[src/rtl/bus_pkg.sv]
// Shared bus-fabric helpers: index-width sizing for select/arbitration logic.
package bus_pkg;

   function automatic int unsigned idx_width(input int unsigned n);
      return (n <= 1) ? 1 : $clog2(n);
   endfunction

endpackage

[src/rtl/onehot_chk.sv]
// One-hot select checker: flags empty/multiple selects and encodes the lowest set bit.
module onehot_chk
   import bus_pkg::*;
#(
   parameter  int unsigned N  = 2,
   localparam int unsigned IW = idx_width(N)
) (
   input  logic [N-1:0]  sel_i,
   output logic [IW-1:0] sel_idx_o,
   output logic          sel_none_o,
   output logic          sel_multi_o
);

   logic          seen;
   logic          multi;
   logic [IW-1:0] idx;

   // Only 0 / 1 / >=2 matters, so track "seen one already" instead of a popcount.
   always_comb begin
      seen  = 1'b0;
      multi = 1'b0;
      idx   = '0;
      for (int unsigned i = 0; i < N; i++) begin
         if (sel_i[i]) begin
            if (seen) begin
               multi = 1'b1;
            end else begin
               idx = IW'(i);
            end
            seen = 1'b1;
         end
      end
   end

   assign sel_idx_o   = idx;
   assign sel_none_o  = ~seen;
   assign sel_multi_o = multi;

endmodule

[src/rtl/onehot_data_mux.sv]
// AND-OR data mux driven by a one-hot select, with optional output register
// and a sticky flag recording any multi-hot select since reset.
module onehot_data_mux
   import bus_pkg::*;
#(
   parameter  int unsigned N_INPUTS     = 2,
   parameter  int unsigned W_INPUT      = 32,
   parameter  bit          REGISTER_OUT = 1'b0,
   localparam int unsigned IW           = idx_width(N_INPUTS)
) (
   input  logic                          clk,
   input  logic                          rst,
   input  logic [N_INPUTS*W_INPUT-1:0]   in,
   input  logic [N_INPUTS-1:0]           sel,
   output logic [W_INPUT-1:0]            out,
   output logic [IW-1:0]                 sel_idx,
   output logic                          sel_none,
   output logic                          sel_multi,
   output logic                          sel_err_sticky
);

   logic [W_INPUT-1:0] mux_d;
   logic               none_d;
   logic               multi_d;
   logic               err_q;

   onehot_chk #(
      .N (N_INPUTS)
   ) u_chk (
      .sel_i       (sel),
      .sel_idx_o   (sel_idx),
      .sel_none_o  (none_d),
      .sel_multi_o (multi_d)
   );

   // No priority in the data path: overlapping selects OR their words together.
   always_comb begin
      mux_d = '0;
      for (int unsigned i = 0; i < N_INPUTS; i++) begin
         mux_d = mux_d | (in[i*W_INPUT +: W_INPUT] & {W_INPUT{sel[i]}});
      end
   end

   if (REGISTER_OUT) begin : g_reg
      logic [W_INPUT-1:0] out_q;
      logic               none_q;
      logic               multi_q;

      always_ff @(posedge clk) begin
         if (rst) begin
            out_q   <= '0;
            none_q  <= 1'b1;
            multi_q <= 1'b0;
         end else begin
            out_q   <= mux_d;
            none_q  <= none_d;
            multi_q <= multi_d;
         end
      end

      assign out       = out_q;
      assign sel_none  = none_q;
      assign sel_multi = multi_q;
   end else begin : g_comb
      assign out       = mux_d;
      assign sel_none  = none_d;
      assign sel_multi = multi_d;
   end

   always_ff @(posedge clk) begin
      if (rst) begin
         err_q <= 1'b0;
      end else if (multi_d) begin
         err_q <= 1'b1;
      end
   end

   assign sel_err_sticky = err_q;

endmodule

[config.mk]
export PLATFORM = sky130hd
export DESIGN_NAME = onehot_data_mux
export DESIGN_NICKNAME = d
export VERILOG_FILES = /design/src/rtl/bus_pkg.sv /design/src/rtl/onehot_chk.sv /design/src/rtl/onehot_data_mux.sv
export SDC_FILE = /design/constraint.sdc
export NUM_CORES = 1
export LEC_CHECK = 0
export CAP_MARGIN = 40
export CORE_MARGIN = 5
export CORE_UTILIZATION = 17
export CTS_CLUSTER_DIAMETER = 150
export CTS_CLUSTER_SIZE = 8
export DETAILED_ROUTE_END_ITERATION = 12
export GPL_ROUTABILITY_DRIVEN = 0
export PLACE_DENSITY = 0.83
export RECOVER_POWER = 50
export REMOVE_ABC_BUFFERS = 1
export SKIP_CTS_REPAIR_TIMING = 1
export SLEW_MARGIN = 10
export SYNTH_ARGS = -nofsm -noshare
export SYNTH_HDL_FRONTEND = slang
export SYNTH_SLANG_ARGS = --single-unit
[constraint.sdc]
create_clock -name clk -period 2.37 [get_ports clk]
set_clock_uncertainty 0.2 [all_clocks]
set_input_delay 0.474 -clock clk [delete_from_list [all_inputs] [get_ports clk]]
set_output_delay 0.474 -clock clk [all_outputs]
set_load 0.02 [all_outputs]
# Word-level counts from Yosys, hierarchy flattened
# Cells that the tools add are included.
dict set report totals {
  regBits 1
  latch_bits 0
  mem_bits_rw 0
  romBits 0
  in_bits 68
  output_inout_bits 36
  word_cells 11
  memories 0
}
dict set report classes {
  addsub 0
  mul 0
  n_div 0
  order_cmp 0
  eq_ne 0
  n_shift 0
  n_mux 6
  n_bitwise 4
  n_reduce_logical 0
}
# cell count
set ops {}
lappend ops {{$and A32 B32 Y32} 2}
lappend ops {{$or A32 B32 Y32} 1}
lappend ops {{$mux W1} 6}
lappend ops {{$not A1 Y1} 1}

# Depth between registers and ports, before layout
# Gate-level depths: netlist of the first run.
dict set report logic_depth {
  word_depth 3
  ltp_mapped 4
  ltp_nobuf 2
}

# Hierarchy
# Synthesis of the first run repeated with hierarchy kept, for this count alone.
dict set report hier_totals {
  hier_cells 43
  hier_area_um2 396.6
}
# mod n_inst cells_each area_per_inst_um2 seq_area_each_um2
set modules_own_cells {}
lappend modules_own_cells {onehot_data_mux 1 40 380.4 20.0}
lappend modules_own_cells {onehot_chk 1 3 16.3 0.0}

# Least setup slack after synthesis of the first run
# Ideal clock, no wire load.
dict set report synth_timing {
  path_kind {input to output}
  from {in sel[0]}
  to {out sel_none}
  arrival_ns 1.014
  required_time_ns 1.696
  slack_ns 0.682
  path_stages 3
  path_buffers 2
  cell_sequence {buf_6 > buf_6 > nor2_1}
}
dict set report synth_via {
  elab_chain_cells 3
}
# element line_no
set synth_rtl {}
lappend synth_rtl {{from (decl)} onehot_data_mux.sv:14} ;# input logic [N_INPUTS-1:0] sel,
lappend synth_rtl {{$mux W1 (2 in series)} onehot_chk.sv:24} ;# if (sel_i[i]) begin
lappend synth_rtl {{$not A1 Y1} onehot_chk.sv:36} ;# assign sel_none_o = ~seen;
lappend synth_rtl {{to (decl)} onehot_data_mux.sv:17} ;# output logic sel_none,
# No other way between the ends.

# Worst setup path in the final report of the first run
dict set report layout_timing {
  from {in sel[0]}
  to {out sel_idx}
}
dict set report layout_via {
  elab_chain_cells 3
}
# element line_no
set layout_rtl {}
lappend layout_rtl {{$mux W1} onehot_chk.sv:24}
lappend layout_rtl {{$mux W1} onehot_chk.sv:25} ;# if (seen) begin
lappend layout_rtl {{$mux W1} onehot_chk.sv:24}
lappend layout_rtl {{to (decl)} onehot_data_mux.sv:16} ;# output logic [IW-1:0] sel_idx,
# No other way between the ends.

==> results by group, run 1 <==
Synth
  • Netlist cell types: 8
  • Synthesized instance count: 46
  • Synth async-reset ratio: 0%
  • Area leader, netlist: a22o_1
  • Number of synthesized register bits: 1
  • Post-synth top cells: 28 x a22o_1, 8 x buf_6, 4 x a22o_2
  • Synth Cell Area: 423 sq um
  • EDFF count, synth: 0
  • Ys flop type: dfxtp_1
  • YS warnings: 0
  • Count leader, synth: a22o_1
  • Ranking of synthesized cells by area: a22o_1 58%, buf_6 21%, a22o_2 9.5%
  • Avg Cell Area, Syn: 9.19 sq um
  • Area share of the leading cell type in the synthesized netlist: 58.0%
  • Sequential share of the synthesized area: 4.73%

Timing
  • Period Utilization, post-route: 96.0%
  • Max Clock Freq: 0.439 GHz
  • Final hold vios: 0
  • Min Hold Slack: 286 ps
  • Period minus WS final: 2280 ps
  • Worst-Margin Slew: 280 ps
  • Max Slew Vio Count: 0
  • Final setup fails: 0
  • Worst slew margin: 81.4%
  • RSZ-0062 raised after global routing: false
  • Setup TNS: 0 ps

Critical path
  • Worst Path Required: 1700 ps
  • Slowest stage cell on the critical path: clkdlybuf4s50_1
  • Worst-path fanout max: 36
  • FF-to-FF path depth: 2
  • Crit path cell chain: clkdlybuf4s50_1, buf_12, and2b_2, dlymetal6s2s_1
  • Arrival time worst endpoint: 1600 ps
  • Critical path capture point type: primary output
  • Crit path kind: input port to primary output
  • Max stage delay on crit path: 500 ps
  • Crit start category: input port

Pwr
  • Pwr dens: 236 nW/um^2
  • Leakage: 0.000732 uW
  • Psw: 129 uW
  • Switch share: 39.3%
  • Gate power share: 94.2%
  • Total power draw: 328 uW
  • VDD IR-drop max: 177 uV
  • Cell internal pwr: 199 uW
  • Clk pwr share: 0%
  • Part of the power in registers: 5.8%

Hold path
  • Min-delay worst type: register to register
  • Min-Delay Path Depth: 2

Floorplanning
  • FP Rows: 18
  • Die area: 3590 sq um
  • Die Y-Extent: 59.9 microns
  • Core area: 2430 sq um
  • Initial core utilization: 17.4%
  • IO Pins: 104
  • Chip Width: 59.9 microns

Drt
  • DR pass1 iterations: 4
  • Vias post-DR: 768
  • Routed Wire Length: 3.07 mm
  • Avg WL per Cell: 17.8 microns
  • Routed wl met3: 86 microns
  • DRC viols: 0
  • Max layer used: met4
  • Antenna-violating nets left: 0
  • DRT iter0 DRCs: 8
  • WL met1: 892 microns
  • Vias per std cell: 4.44
  • Met2 Wirelength: 2.08 mm

Global route
  • GRT Resource Usage Total: 15.0%
  • Global-route wire length before repair: 4.12 mm
  • Number of antenna violations at the first check in global routing: 0
  • Vias in the first global route: 805
  • Largest net degree at the start of global routing: 37
  • Global route overflow: 0

Final layout
  • # diodes: 0
  • Fin util: 57.1%
  • Fin cells: 173
  • Area growth syn-to-layout: 228%
  • Final #Nets: 213
  • Max reg flops: 1
  • Layout cells sized above 1: 4.90%

Clock tree
  • Worst skew pair latency: 0 ps
  • Worst-path clk slew: 0 ps

Run
  • Max Cap Viol: 0

Placed design
  • Dpl cells: 173
  • Post-DP HPWL: 2.48 mm
  • IO buf count: 103

Outcome
  • Status: finished clean
[stage by stage]
| step | area, sq um | setup WS, ps |
|---|---|---|
| finish | 1390 | 94.5 |
| global route | 1390 | 68.1 |
| CTS | 1440 | -279 |
| detailed placement | 1440 | -274 |
| global placement | 1440 | -268 |
| floorplan | 333 | 929 |
[cells by family after synthesis]
family | count (synthesis) | share of synthesized area, %
AOI/OAI and AO/OA | 33 | 68.6
buffers and inverters | 8 | 21.3
DFF | 1 | 4.73
and+or+nand+nor | 4 | 5.33
[layer usage]
layer | track usage, % | up-vias
met5 | 0 | -
met4 | 0.949 | 0
met3 | 1.08 | 2
met2 | 33.8 | 19
met1 | 14.4 | 357
li1 | - | 390
[critical path, delay by kind of cell]
kind / cells / cell delay (ps)
buffers and inverters: 3 / 890
AND/OR/NAND/NOR: 1 / 220
[worst paths after layout]
path                        from              to  slack, ps
setup / recovery          sel[0]         sel_idx         90
hold reg to reg   sel_err_sticky  sel_err_sticky        290
setup reg to reg  sel_err_sticky  sel_err_sticky       1600
hold / removal    sel_err_sticky  sel_err_sticky        290
[cell type report]
class | instances | area, sq um
Timing Repair Buffer | 105 | 1020
Sequential cell | 1 | 20.0
Tap cell | 30 | 37.5
Fill cell | 235 | 1040
Multi-Input combinational cell | 37 | 313
[power groups by stage]
stage	clock, uW	combinational, uW	sequential [uW]
after global routing	0	325	19.0
after CTS	0	341	19.1
after detailed placement	0	340	19.0
after floorplan	0	107	20.3
after global placement	0	337	18.9
final	0	309	18.9
[placed cells by master, fill, tap and decap left out]
cell type	Yosys	final
nor2_1	2	2
and2_1	1	1
buf_12	0	2
dfxtp_1	1	1
a21oi_1	1	1
a22o_1	28	28
and2b_2	1	1
dlymetal6s2s_1	0	19
dlygate4sd3_1	0	1
clkdlybuf4s50_1	0	67
a22o_2	4	4
clkbuf_1	0	16
(Power assumes the default switching activity.)
==> run 2: changes to the inputs <==
--- a/config.mk
+++ b/config.mk
@@ -6,6 +6,7 @@
 export NUM_CORES = 1
 export LEC_CHECK = 0
 export CAP_MARGIN = 40
+export CORE_ASPECT_RATIO = 1.4
 export CORE_MARGIN = 5
 export CORE_UTILIZATION = 17
 export CTS_CLUSTER_DIAMETER = 150
==> run 2 against run 1 <==
  * Via count grew 7.9%
  * Critical path depth is the same
  * Largest cell class unchanged
  * Sequential share of layout area is essentially flat
  * Setup slack lost 12 ps
  * Critical endpoint unchanged
  * Total power shrank 1.5%
==> results by group, run 2 (synthesis results as in run 1) <==
Drt
  • DR pass1 iterations: 2
  • DRC viols: 0
  • Avg WL per Cell: 14.6 microns
  • Antenna-violating nets left: 0
  • Vias post-DR: 829
  • Routed Wire Length: 2.60 mm
  • Vias per std cell: 4.66
  • DRT iter0 DRCs: 15

Global route
  • Number of antenna violations at the first check in global routing: 0
  • Vias in the first global route: 813
  • Global-route wire length before repair: 3.62 mm
  • GRT Resource Usage Total: 12.2%
  • Global route overflow: 0
  • Largest net degree at the start of global routing: 37

Timing
  • Worst-Margin Slew: 272 ps
  • Period Utilization, post-route: 96.5%
  • Worst slew margin: 81.9%
  • RSZ-0062 raised after global routing: false
  • Max Slew Vio Count: 0
  • Setup TNS: 0 ps
  • Period minus WS final: 2290 ps
  • Min Hold Slack: 249 ps
  • Slack of the critical path: 82.4 ps
  • Final setup fails: 0
  • Final hold vios: 0
  • Max Clock Freq: 0.437 GHz

Hold path
  • Min-delay worst type: register to register
  • Min-Delay Path Depth: 2

Final layout
  • Storage cell area: 20.0 sq um
  • Area growth syn-to-layout: 233%
  • Design Area, Final: 1410 sq um
  • Multi-input gate area: 313 sq um
  • Max reg flops: 1
  • Most frequent cells in the layout: 67 x clkdlybuf4s50_1, 28 x a22o_1, 20 x dlymetal6s2s_1
  • Fill cell count: 212
  • Final #Nets: 214
  • Layout cells sized above 1: 5.56%
  • # diodes: 0
  • Leading cell type in the layout, fill and taps excluded: clkdlybuf4s50_1

Critical path
  • Critical path capture point type: primary output
  • Crit path max-delay family: buffers and inverters
  • Worst Path Required: 1700 ps
  • Crit start category: input port
  • Max stage delay on crit path: 510 ps
  • Crit path cell chain: clkdlybuf4s50_1, buf_12, and2b_2, dlymetal6s2s_1
  • Bufs and invs on worst path: 3
  • Worst path depth: 4
  • Slowest stage cell on the critical path: clkdlybuf4s50_1
  • FF-to-FF path depth: 2
  • Crit path kind: input port to primary output
  • Arrival time worst endpoint: 1610 ps
  • Worst-path fanout max: 36

Placed design
  • IO buf count: 103
  • Post-DP HPWL: 2.17 mm
  • Area after DPL: 1450 sq um
  • Pre-CTS WS: -266 ps

Floorplanning
  • Chip Width: 52.2 microns
  • Initial core utilization: 17.7%
  • FP Rows: 21
  • IO Pins: 104
  • Core area: 2390 sq um
  • Die area: 3600 sq um
  • Die Y-Extent: 69.0 microns

Pwr
  • Pwr dens: 229 nW/um^2
  • Leakage: 0.000753 uW
  • VDD IR-drop max: 117 uV

Run
  • Max Cap Viol: 0

Clock tree
  • Worst-path clk slew: 0 ps
  • Worst skew pair latency: 0 ps

Outcome
  • Status: finished clean
==> run 2: cell types whose count changed in the layout (fill, tap and decap cells not counted) <==
cell            before  now
buf_4                0    1
clkbuf_1            16   15
dlymetal6s2s_1      19   20
==> run 2: worst paths after layout <==
kind	from	endpoint	slack, ps
min	sel_err_sticky	sel_err_sticky	250
max reg2reg	sel_err_sticky	sel_err_sticky	1610
max	sel[0]	sel_idx	80
min reg2reg	sel_err_sticky	sel_err_sticky	250
==> run 2: report_power, final <==
part / leakage, uW / switching (uW) / internal, uW
Combinational: 0.000745 / 122 / 182
Clock: 0 / 0 / 0
Sequential: 0.00000829 / 0.409 / 18.3
==> run 2: layout make-up <==
class / count / area share, %
sequential: 1 / 1.42
tap: 34 / 3.02
timing repair buffer: 106 / 73.4
multi-input combinational: 37 / 22.2
==> run 2: worst min-delay path: cells and delay by family (launching register included) <==
kind | cells | cell delay, ps
compound gates | 1 | 40
flops | 1 | 300
simple gates | 1 | 70
==> run 2: stage by stage <==
step,cells,util (%),power (uW)
2_1_floorplan,38,-,128
6_report,178,59.0,323
3_3_place_gp,178,60.8,352
3_5_place_dp,178,60.8,356
5_1_grt,178,59.0,342
4_1_cts,178,60.8,357
==> run 2: routing by layer <==
metal  GRT usage [%]  wire [microns]
met5               0               0
met4               0               0
met3            7.76             555
met2            22.9            1160
met1            11.4             887
